### src/rtl/sha1_scheduler_pkg.sv
// Shared constants, state encoding and helpers for the sha1 job scheduler.
package sha1_pkg;

   localparam int unsigned BLOCK_W         = 512;
   localparam int unsigned DIGEST_W        = 160;
   localparam int unsigned DEFAULT_TIMEOUT = 511;

   typedef enum logic [2:0] {
      StIdle,
      StClear,
      StRun,
      StWait,
      StResp
   } sched_state_e;

   // Requester id width, never narrower than one bit.
   function automatic int unsigned id_width(input int unsigned n);
      return (n <= 2) ? 1 : $clog2(n);
   endfunction

endpackage

### src/rtl/sha1_scheduler_if.sv
// Requester-side and response-side handshake bundle of the sha1 scheduler.
interface sha1_scheduler_if
   import sha1_pkg::*;
#(
   parameter int unsigned NUM_REQ = 2,
   parameter int unsigned ID_W    = id_width(NUM_REQ)
) ();

   logic [NUM_REQ-1:0]         req_valid;
   logic [NUM_REQ-1:0]         req_ready;
   logic [NUM_REQ*BLOCK_W-1:0] req_message;
   logic                       rsp_valid;
   logic                       rsp_ready;
   logic [ID_W-1:0]            rsp_id;
   logic [DIGEST_W-1:0]        rsp_digest;
   logic                       rsp_error;

   modport master (
      output req_valid, req_message, rsp_ready,
      input  req_ready, rsp_valid, rsp_id, rsp_digest, rsp_error
   );

   modport slave (
      input  req_valid, req_message, rsp_ready,
      output req_ready, rsp_valid, rsp_id, rsp_digest, rsp_error
   );

endinterface

### src/rtl/sha1_scheduler_rr_arbiter.sv
// Combinational round-robin pick: first requester at or above the pointer, wrapping.
module rr_arbiter #(
   parameter int unsigned NUM_REQ = 2,
   parameter int unsigned ID_W    = 1
) (
   input  logic [NUM_REQ-1:0] i_req,
   input  logic [ID_W-1:0]    i_ptr,
   output logic [NUM_REQ-1:0] o_grant,
   output logic [ID_W-1:0]    o_winner,
   output logic               o_valid,
   output logic [ID_W-1:0]    o_ptr_next
);

   always_comb begin
      o_grant  = '0;
      o_winner = '0;
      o_valid  = 1'b0;
      // Walk offsets high to low so the nearest requester is written last and wins.
      for (int off = NUM_REQ - 1; off >= 0; off--) begin
         int unsigned idx;
         idx = (int'(i_ptr) + off) % NUM_REQ;
         if (i_req[idx]) begin
            o_winner = ID_W'(idx);
            o_valid  = 1'b1;
         end
      end
      if (o_valid) begin
         o_grant[o_winner] = 1'b1;
      end
      o_ptr_next = (int'(o_winner) == NUM_REQ - 1) ? '0 : o_winner + 1'b1;
   end

endmodule

### src/rtl/sha1_scheduler.sv
// Shares one sha1 core among NUM_REQ requesters: arbitrate, restart core, run, return digest.
module sha1_scheduler
   import sha1_pkg::*;
#(
   parameter int unsigned NUM_REQ = 2,
   parameter int unsigned ID_W    = id_width(NUM_REQ),
   parameter int unsigned TIMEOUT = DEFAULT_TIMEOUT
) (
   input  logic                i_clk,
   input  logic                i_reset,
   sha1_scheduler_if.slave     io_bus,
   output logic                o_busy,
   output logic                o_core_reset,
   output logic                o_core_on,
   output logic [BLOCK_W-1:0]  o_core_message,
   input  logic [DIGEST_W-1:0] i_core_digest,
   input  logic                i_core_finish
);

   localparam int unsigned CNT_W = $clog2(TIMEOUT + 1);

   sched_state_e        r_state, w_state_next;
   logic [ID_W-1:0]     r_ptr;
   logic [ID_W-1:0]     r_id;
   logic [BLOCK_W-1:0]  r_msg;
   logic [DIGEST_W-1:0] r_digest;
   logic                r_error;
   logic [CNT_W-1:0]    r_cnt;

   logic [NUM_REQ-1:0]  w_grant;
   logic [ID_W-1:0]     w_winner;
   logic [ID_W-1:0]     w_ptr_next;
   logic                w_any;
   logic                w_accept;
   logic [CNT_W-1:0]    w_cnt_inc;
   logic                w_timeout;

   rr_arbiter #(
      .NUM_REQ (NUM_REQ),
      .ID_W    (ID_W)
   ) u_arb (
      .i_req      (io_bus.req_valid),
      .i_ptr      (r_ptr),
      .o_grant    (w_grant),
      .o_winner   (w_winner),
      .o_valid    (w_any),
      .o_ptr_next (w_ptr_next)
   );

   // Timeout fires on the WAIT cycle whose incremented count reaches TIMEOUT.
   assign w_cnt_inc = r_cnt + 1'b1;
   assign w_timeout = (w_cnt_inc == CNT_W'(TIMEOUT));

   always_comb begin
      w_state_next = r_state;
      w_accept     = 1'b0;
      unique case (r_state)
         StIdle: begin
            if (w_any && !i_reset) begin
               w_accept     = 1'b1;
               w_state_next = StClear;
            end
         end
         StClear: w_state_next = StRun;
         StRun:   w_state_next = StWait;
         StWait: begin
            if (i_core_finish || w_timeout) begin
               w_state_next = StResp;
            end
         end
         StResp: begin
            if (io_bus.rsp_ready) begin
               w_state_next = StIdle;
            end
         end
         default: w_state_next = StIdle;
      endcase
   end

   always_ff @(posedge i_clk) begin
      if (i_reset) begin
         r_state <= StIdle;
      end else begin
         r_state <= w_state_next;
      end
   end

   always_ff @(posedge i_clk) begin
      if (i_reset) begin
         r_ptr    <= '0;
         r_id     <= '0;
         r_msg    <= '0;
         r_digest <= '0;
         r_error  <= 1'b0;
         r_cnt    <= '0;
      end else begin
         if (w_accept) begin
            r_msg <= io_bus.req_message[BLOCK_W*w_winner +: BLOCK_W];
            r_id  <= w_winner;
            r_ptr <= w_ptr_next;
         end
         if (r_state == StClear) begin
            r_cnt <= '0;
         end
         if (r_state == StWait) begin
            r_cnt <= w_cnt_inc;
            if (i_core_finish) begin
               r_digest <= i_core_digest;
               r_error  <= 1'b0;
            end else if (w_timeout) begin
               r_digest <= '0;
               r_error  <= 1'b1;
            end
         end
      end
   end

   assign io_bus.req_ready  = (r_state == StIdle && !i_reset) ? w_grant : '0;
   assign io_bus.rsp_valid  = (r_state == StResp);
   assign io_bus.rsp_id     = r_id;
   assign io_bus.rsp_digest = r_digest;
   assign io_bus.rsp_error  = r_error;

   assign o_busy         = (r_state != StIdle);
   assign o_core_reset   = i_reset || (r_state == StClear);
   assign o_core_on      = (r_state == StRun) || (r_state == StWait);
   assign o_core_message = r_msg;

endmodule

### src/flat_wrapper.sv
// flat-port wrapper written by rule: the top's interface ports become plain ports
module sha1_scheduler_flat import sha1_pkg::*;
#(
   parameter int unsigned NUM_REQ = 2,
   parameter int unsigned ID_W    = id_width(NUM_REQ),
   parameter int unsigned TIMEOUT = DEFAULT_TIMEOUT
)
  (i_clk, i_reset, o_busy, o_core_reset, o_core_on, o_core_message, i_core_digest, i_core_finish, io_bus_req_valid, io_bus_req_message, io_bus_rsp_ready, io_bus_req_ready, io_bus_rsp_valid, io_bus_rsp_id, io_bus_rsp_digest, io_bus_rsp_error);
  sha1_scheduler_if #(.NUM_REQ(NUM_REQ), .ID_W(ID_W)) io_bus_i ();
  input  logic i_clk;
  input  logic i_reset;
  output logic o_busy;
  output logic o_core_reset;
  output logic o_core_on;
  output logic [BLOCK_W-1:0] o_core_message;
  input  logic [DIGEST_W-1:0] i_core_digest;
  input  logic i_core_finish;
  input wire logic [$bits(io_bus_i.req_valid)-1:0] io_bus_req_valid;
  input wire logic [$bits(io_bus_i.req_message)-1:0] io_bus_req_message;
  input wire logic [$bits(io_bus_i.rsp_ready)-1:0] io_bus_rsp_ready;
  output wire logic [$bits(io_bus_i.req_ready)-1:0] io_bus_req_ready;
  output wire logic [$bits(io_bus_i.rsp_valid)-1:0] io_bus_rsp_valid;
  output wire logic [$bits(io_bus_i.rsp_id)-1:0] io_bus_rsp_id;
  output wire logic [$bits(io_bus_i.rsp_digest)-1:0] io_bus_rsp_digest;
  output wire logic [$bits(io_bus_i.rsp_error)-1:0] io_bus_rsp_error;
  assign io_bus_i.req_valid = io_bus_req_valid;
  assign io_bus_i.req_message = io_bus_req_message;
  assign io_bus_i.rsp_ready = io_bus_rsp_ready;
  assign io_bus_req_ready = io_bus_i.req_ready;
  assign io_bus_rsp_valid = io_bus_i.rsp_valid;
  assign io_bus_rsp_id = io_bus_i.rsp_id;
  assign io_bus_rsp_digest = io_bus_i.rsp_digest;
  assign io_bus_rsp_error = io_bus_i.rsp_error;
  sha1_scheduler #(.NUM_REQ(NUM_REQ), .ID_W(ID_W), .TIMEOUT(TIMEOUT)) u_core (.i_clk(i_clk), .i_reset(i_reset), .io_bus(io_bus_i), .o_busy(o_busy), .o_core_reset(o_core_reset), .o_core_on(o_core_on), .o_core_message(o_core_message), .i_core_digest(i_core_digest), .i_core_finish(i_core_finish));
endmodule
### config.mk
export PLATFORM = sky130hd
export DESIGN_NAME = sha1_scheduler_flat
export DESIGN_NICKNAME = d
export VERILOG_FILES = /design/src/rtl/sha1_scheduler_pkg.sv /design/src/rtl/sha1_scheduler_if.sv /design/src/rtl/sha1_scheduler_rr_arbiter.sv /design/src/rtl/sha1_scheduler.sv /design/src/flat_wrapper.sv
export SDC_FILE = /design/constraint.sdc
export NUM_CORES = 2
export LEC_CHECK = 0
export ABC_AREA = 1
export CAP_MARGIN = 20
export CORE_AREA = 2 2 728 730
export CTS_CLUSTER_SIZE = 24
export DETAILED_ROUTE_END_ITERATION = 7
export DIE_AREA = 0 0 730 732
export PLACE_DENSITY_LB_ADDON = 0.1
export SLEW_MARGIN = 10
export SYNTH_ARGS = -nofsm -noshare
export SYNTH_HDL_FRONTEND = slang
export SYNTH_SLANG_ARGS = --single-unit
### constraint.sdc
create_clock -name i_clk -period 2.4 [get_ports i_clk]
set_input_delay 0.48 -clock i_clk [delete_from_list [all_inputs] [get_ports i_clk]]
set_output_delay 0.48 -clock i_clk [all_outputs]
set_load 0.005 [all_outputs]
-- Yosys cells after proc, flatten, opt, wreduce, memory -nomap -nowiden
Index checks and enable logic that the tools add are counted.
- output and inout port bits: 680
- input bits: 1190
- word-level logic and storage cells: 61
- register bits: 687
- shift operators: 1
- reductions and logical operators: 13
- mux-type cells: 25
- $add $sub $neg: 3
- $lt $le $gt $ge: 4
- equal/unequal tests: 8
- operators with widths (operator ; number):
    indexed part select 1024 x 11 -> 512 bit ; 1
    2-to-1 mux 160 bit ; 2
    2-to-1 mux 9 bit ; 2
    case mux 3 bit (5 select lines) ; 1
    2-to-1 mux 1 bit ; 14
    adder 9 x 1 -> 9 bit, second input constant ; 1
    equality test 9 bit, second input constant ; 1
    2-to-1 mux 3 bit ; 3
    equality test 3 x 2 -> 1 bit, second input constant ; 2
    less-than comparator 1 x 2 -> 1 bit, second input constant ; 3
    2-to-1 mux 2 bit ; 2
    inequality test 2 x 1 -> 1 bit, second input constant ; 2
    nonzero test 2 bit ; 2
    equality test 3 x 1 -> 1 bit, second input constant ; 1
    equality test 3 bit, second input constant ; 1
    logical AND 1 bit ; 3
    zero test 3 bit ; 1
    logical OR 1 bit ; 3
    AND reduction 3 bit ; 1
    nonzero test 3 bit ; 1
    adder 1 bit, second input constant ; 2
    inequality test 2 bit, second input constant ; 1
    AND reduction 2 bit ; 1
    demux 1 bit (select 1 bit) ; 1
    2 further kinds ; 2

-- Longest topological paths before layout
- depth in word-level cells: 11
- gate-level depth with buffers: 14
- gate-level depth less buffers: 12

-- Hierarchy
Synthesis repeated with hierarchy kept, for this count alone.
- cells, all modules: 4192
- area total of the unflattened synthesis: 30121.4 µm²
- modules (own cells, without submodules) (module ; cells each ; times used ; sequential area each (µm²) ; area an instance (µm²)):
    sha1_scheduler ; 4184 ; 1 ; 13753.2 ; 30086.4
    rr_arbiter ; 8 ; 1 ; 0.0 ; 35.0

-- Worst setup path before layout
OpenSTA, ideal clock, no wires.
- path type: input -> output
- start: input port io_bus_req_valid[0]
- end: output port io_bus_req_ready[0]
- slack: 0.591 ns
- stages: 5
- data required time: 1.920 ns
- data arrival time: 1.329 ns
- path buffers: 1
- cells stage by stage: inv_1 o21ai_0 nand2_1 inv_2 clkbuf_1
- word-level cells in the longest chain between the ends: 10
- elaborated cells on any way between the ends: 15
- those cells by class: order compare (2); mux (12); reduce/logical (1)
- ends and longest elaborated chain (item ; line ; text):
    start, declared ; flat_wrapper.sv:18 ; input wire logic [$bits(io_bus_i.req_valid)-1:0] io_bus_req_valid;
    2-to-1 mux 1 bit (not written as such) (2 in series) ; sha1_scheduler_rr_arbiter.sv:22 ; if (i_req[idx]) begin
    2-to-1 mux 1 bit (2 in series) ; sha1_scheduler_rr_arbiter.sv:22 ;
    less-than comparator 1 x 2 -> 1 bit (not written as such) / greater-or-equal comparator 1 bit (equally long branches) ; sha1_scheduler_rr_arbiter.sv:28 ; o_grant[o_winner] = 1'b1;
    logical AND 1 bit (not written as such) ; sha1_scheduler_rr_arbiter.sv:28 ;
    2-to-1 mux 1 bit (not written as such) ; sha1_scheduler_rr_arbiter.sv:28 ;
    demux 1 bit (select 1 bit) ; sha1_scheduler_rr_arbiter.sv:28 ;
    2-to-1 mux 2 bit * ; sha1_scheduler_rr_arbiter.sv:27 ; if (o_valid) begin
    2-to-1 mux 2 bit * ; sha1_scheduler.sv:118 ; assign io_bus.req_ready = (r_state == StIdle && !i_reset) ? w_grant : '0;
    end, declared ; flat_wrapper.sv:21 ; output wire logic [$bits(io_bus_i.req_ready)-1:0] io_bus_req_ready;
Every way passes the cells marked *; elsewhere a longest branch is shown, timed or not. The select of a mux whose other input is x is not followed.

-- Worst setup path in the final report
- start: register u_core.r_state[1]
- end: output port io_bus_req_ready[1]
- word-level cells in the longest chain between the ends: 3
- ends and longest elaborated chain (item ; line ; text):
    start, declared ; sha1_scheduler.sv:22 ; sched_state_e r_state, w_state_next;
    start signal, assigned ; sha1_scheduler.sv:82 ; r_state <= StIdle;
    start signal, assigned ; sha1_scheduler.sv:84 ; r_state <= w_state_next;
    zero test 3 bit ; sha1_scheduler.sv:118 ;
    logical AND 1 bit ; sha1_scheduler.sv:118 ;
    2-to-1 mux 2 bit ; sha1_scheduler.sv:118 ;
Every way passes these cells.

==> impl_metrics.json <==
{
  "clkTransAtPathRegs_ps": 60,
  "seq_power_share_pct": 33.3,
  "ant_nets": 0,
  "hold_viol_final": 0,
  "wire_per_inst_um": 27.4,
  "tritoncts": "built",
  "synth-seq-area-share_pct": 51.7,
  "avgSynthCellArea_um2": 7.37,
  "start_util_pct": 5.05,
  "synth_cells": 3611,
  "grt_antenna_before_repair": 185,
  "root_buffer": "clkbuf_16",
  "synth_top_family_by_area": "simple AND/OR/NAND/NOR gates",
  "endpoint_kind": "output port",
  "dp_hpwl_um": 298000,
  "synth_xor_area_share_pct": 0.0329,
  "synth_edf_count": 0,
  "peakVddDrop_mv": 0.623,
  "drive_above_1_share_pct": 10.4,
  "fmaxAchievable_mhz": 408,
  "place_ws_ps": -539,
  "cts_max_level": 3,
  "period_minus_slack_ps": 2450,
  "syn2layout_area_growth_pct": 120,
  "p_switching_mw": 12.9,
  "numPortBuffers": 1869,
  "worst_slew_margin_rel_pct": 30.8,
  "grt_max_degree": 131,
  "die_h_um": 732,
  "vias": 34300,
  "synth_async_sr_flop_share_pct": 0,
  "rsz0062_at_grt": "true",
  "cts_sinks": 687,
  "cp.arrival_ps": 1970,
  "critical_path_class": "flop to output port",
  "num_rows": 267,
  "drt-vias-per-instance": 2.71,
  "timing.setup.tns_ps": -52.9,
  "clock_path_buffers": 4,
  "synthAdderAreaFrac_pct": 0.0941,
  "clockPowerShare_pct": 43.8,
  "worstSetupStartpointType": "flop",
  "yosys_warnings": 0,
  "mostFrequentLayoutCell": "nand2_1",
  "synth-compound-area-share_pct": 15.4,
  "die_w_um": 730,
  "internal-power_mw": 26.5,
  "synth_nets": 4803,
  "die-area_mm2": 0.534,
  "wl_um": 347000,
  "core_mm2": 0.527,
  "nNetsFinal": 6710,
  "drt-pass1-iter-count": 5,
  "comb_power_share_pct": 22.9,
  "status": "finished, violations left",
  "required_ps": 1920,
  "swShare_pct": 32.8,
  "ys_dominant_reg_cell": "dfxtp_1",
  "overflow": 0,
  "grt_usage_pct": 12.4,
  "final_cell_mix": "1891 x nand2_1, 1428 x clkdlybuf4s50_1, 614 x dfxtp_1",
  "setup_violations": 2,
  "ys_ff_latch": 687,
  "insertion_delay_ps": 880,
  "fillers": 61000,
  "drc_errors": 0,
  "grt_pass1_wl_um": 429000,
  "grt_pass1_vias": 36000,
  "cap_viol_max_count": 0,
  "pin_count": 1870,
  "yosys.area_share.simple_pct": 27.4,
  "report.final.slew_viol_count": 0,
  "cts_buffers": 116,
  "yosysUniqueCellTypes": 23,
  "worst_pin_slew_ps": 1040,
  "synth_area_mm2": 0.0266,
  "worstPathMaxFanout": 3,
  "violations": "setup timing",
  "p_leak_nw": 19.5,
  "drt_iter0_drc": 1569,
  "finalWeightedCongestion": 0.841,
  "fin_crit_sh_pct": 102,
  "pwr_density_cell_mw_per_mm2": 672,
  "clock_skew_ps": 79.8,
  "hold_class": "input pin to flop",
  "finalWorstSetupSlack_ps": -50.8,
  "synth.area.mux_share_pct": 0
}
## layout make-up
type	count	area (um^2)	share of cell area, %
tap	6994	8750	14.9
antenna	52	130	0.222
clock buffer	179	3380	5.77
timing repair buffer	2069	20400	34.9
multi-input combinational	2622	11500	19.7
clock inverter	24	320	0.547
sequential	687	13900	23.8
inverter	22	97.6	0.167
## stage by stage
step / hold WS (ps) / total power [mW] / cells / util, % / cell area, um^2
finish: 162 / 39.4 / 12600 / 11.1 / 58600
detailed placement: 453 / 23.0 / 12400 / 10.4 / 54800
CTS: 11.5 / 40.9 / 12600 / 11.1 / 58500
floorplan: 438 / 15.2 / 3611 / - / 26600
global route: 73.6 / 41.6 / 12600 / 11.1 / 58500
global placement: 447 / 23.1 / 12400 / 10.4 / 54800
## per-layer routing
| layer | track usage [%] | wire length, um | part of all wire (%) | vias to the layer above |
|---|---|---|---|---|
| met5 | 0 | 648 | 0.19 | - |
| li1 | - | - | - | 15900 |
| met1 | 12.5 | 123000 | 36 | 16300 |
| met2 | 21.1 | 162000 | 47 | 1587 |
| met3 | 8.85 | 54000 | 16 | 443 |
| met4 | 2.03 | 7100 | 2.0 | 96 |
## synthesized netlist by cell type (all sizes together) (2+ instances only)
cell type | number | area share (%)
a21oi | 171 | 3.2
a31oi | 513 | 12
buf | 185 | 3.7
clkbuf | 95 | 1.3
dfxtp | 687 | 52
ha | 2 | 0.094
inv | 22 | 0.31
nand2 | 1895 | 27
nand3 | 16 | 0.30
nand4 | 3 | 0.071
nor2 | 13 | 0.23
o21ai | 4 | 0.075
## what timing repair did
action	CTS	global route
endpoints found under the setup margin	449	194
setup buffers	5	4
gates resized for setup	639	44
pin swaps	4	3
hold buffers	2	0
hold endpoints to repair	3	0
## worst max-delay path, stage by stage (launching register included)
cell and delay [ps]:
dfxtp_2 320, inv_2 70, nand3_4 90, nor2_4 120
buf_6 120, inv_8 30, nor2_4 120, buf_12 130
buf_6 80
## final timing paths
kind	startpoint	to	slack (ps)	cells after the start
setup / recovery	u_core.r_state[1]	io_bus_req_ready[1]	-50	8
hold / removal	io_bus_req_message[686]	u_core.o_core_message[174]	160	3
setup reg to reg	u_core.r_state[1]	u_core.o_core_message[144]	170	13
hold reg to reg	u_core.io_bus.rsp_digest[125]	u_core.io_bus.rsp_digest[125]	460	2
## power by group through the flow
stage	Combinational, mW	Sequential (mW)	Clock [mW]
2_1_floorplan	2.15	13.0	0
3_3_place_gp	9.71	13.4	0
3_5_place_dp	9.64	13.4	0
4_1_cts	9.46	13.2	18.3
5_1_grt	9.90	13.2	18.5
6_report	9.01	13.1	17.2
## state kept, by name, summed over array words and instances (netlist names)
name                      count
u_core.o_core_message       512
u_core.io_bus.rsp_digest    160
u_core.r_cnt                  9
u_core.r_state                3
u_core.io_bus.rsp_error       1
u_core.io_bus.rsp_id          1
u_core.r_ptr                  1
## cell families (layout without fill, tap and decap cells)
kind of cell,after synthesis,count (layout)
other,0,52
AOI/OAI and AO/OA,691,691
and+or+nand+nor,1928,1928
buffers and inverters,302,2294
adders and majority gates,2,2
xor gates and xnor gates,1,1
DFF,687,687
Note: power is estimated with default switching activity, not from simulation.
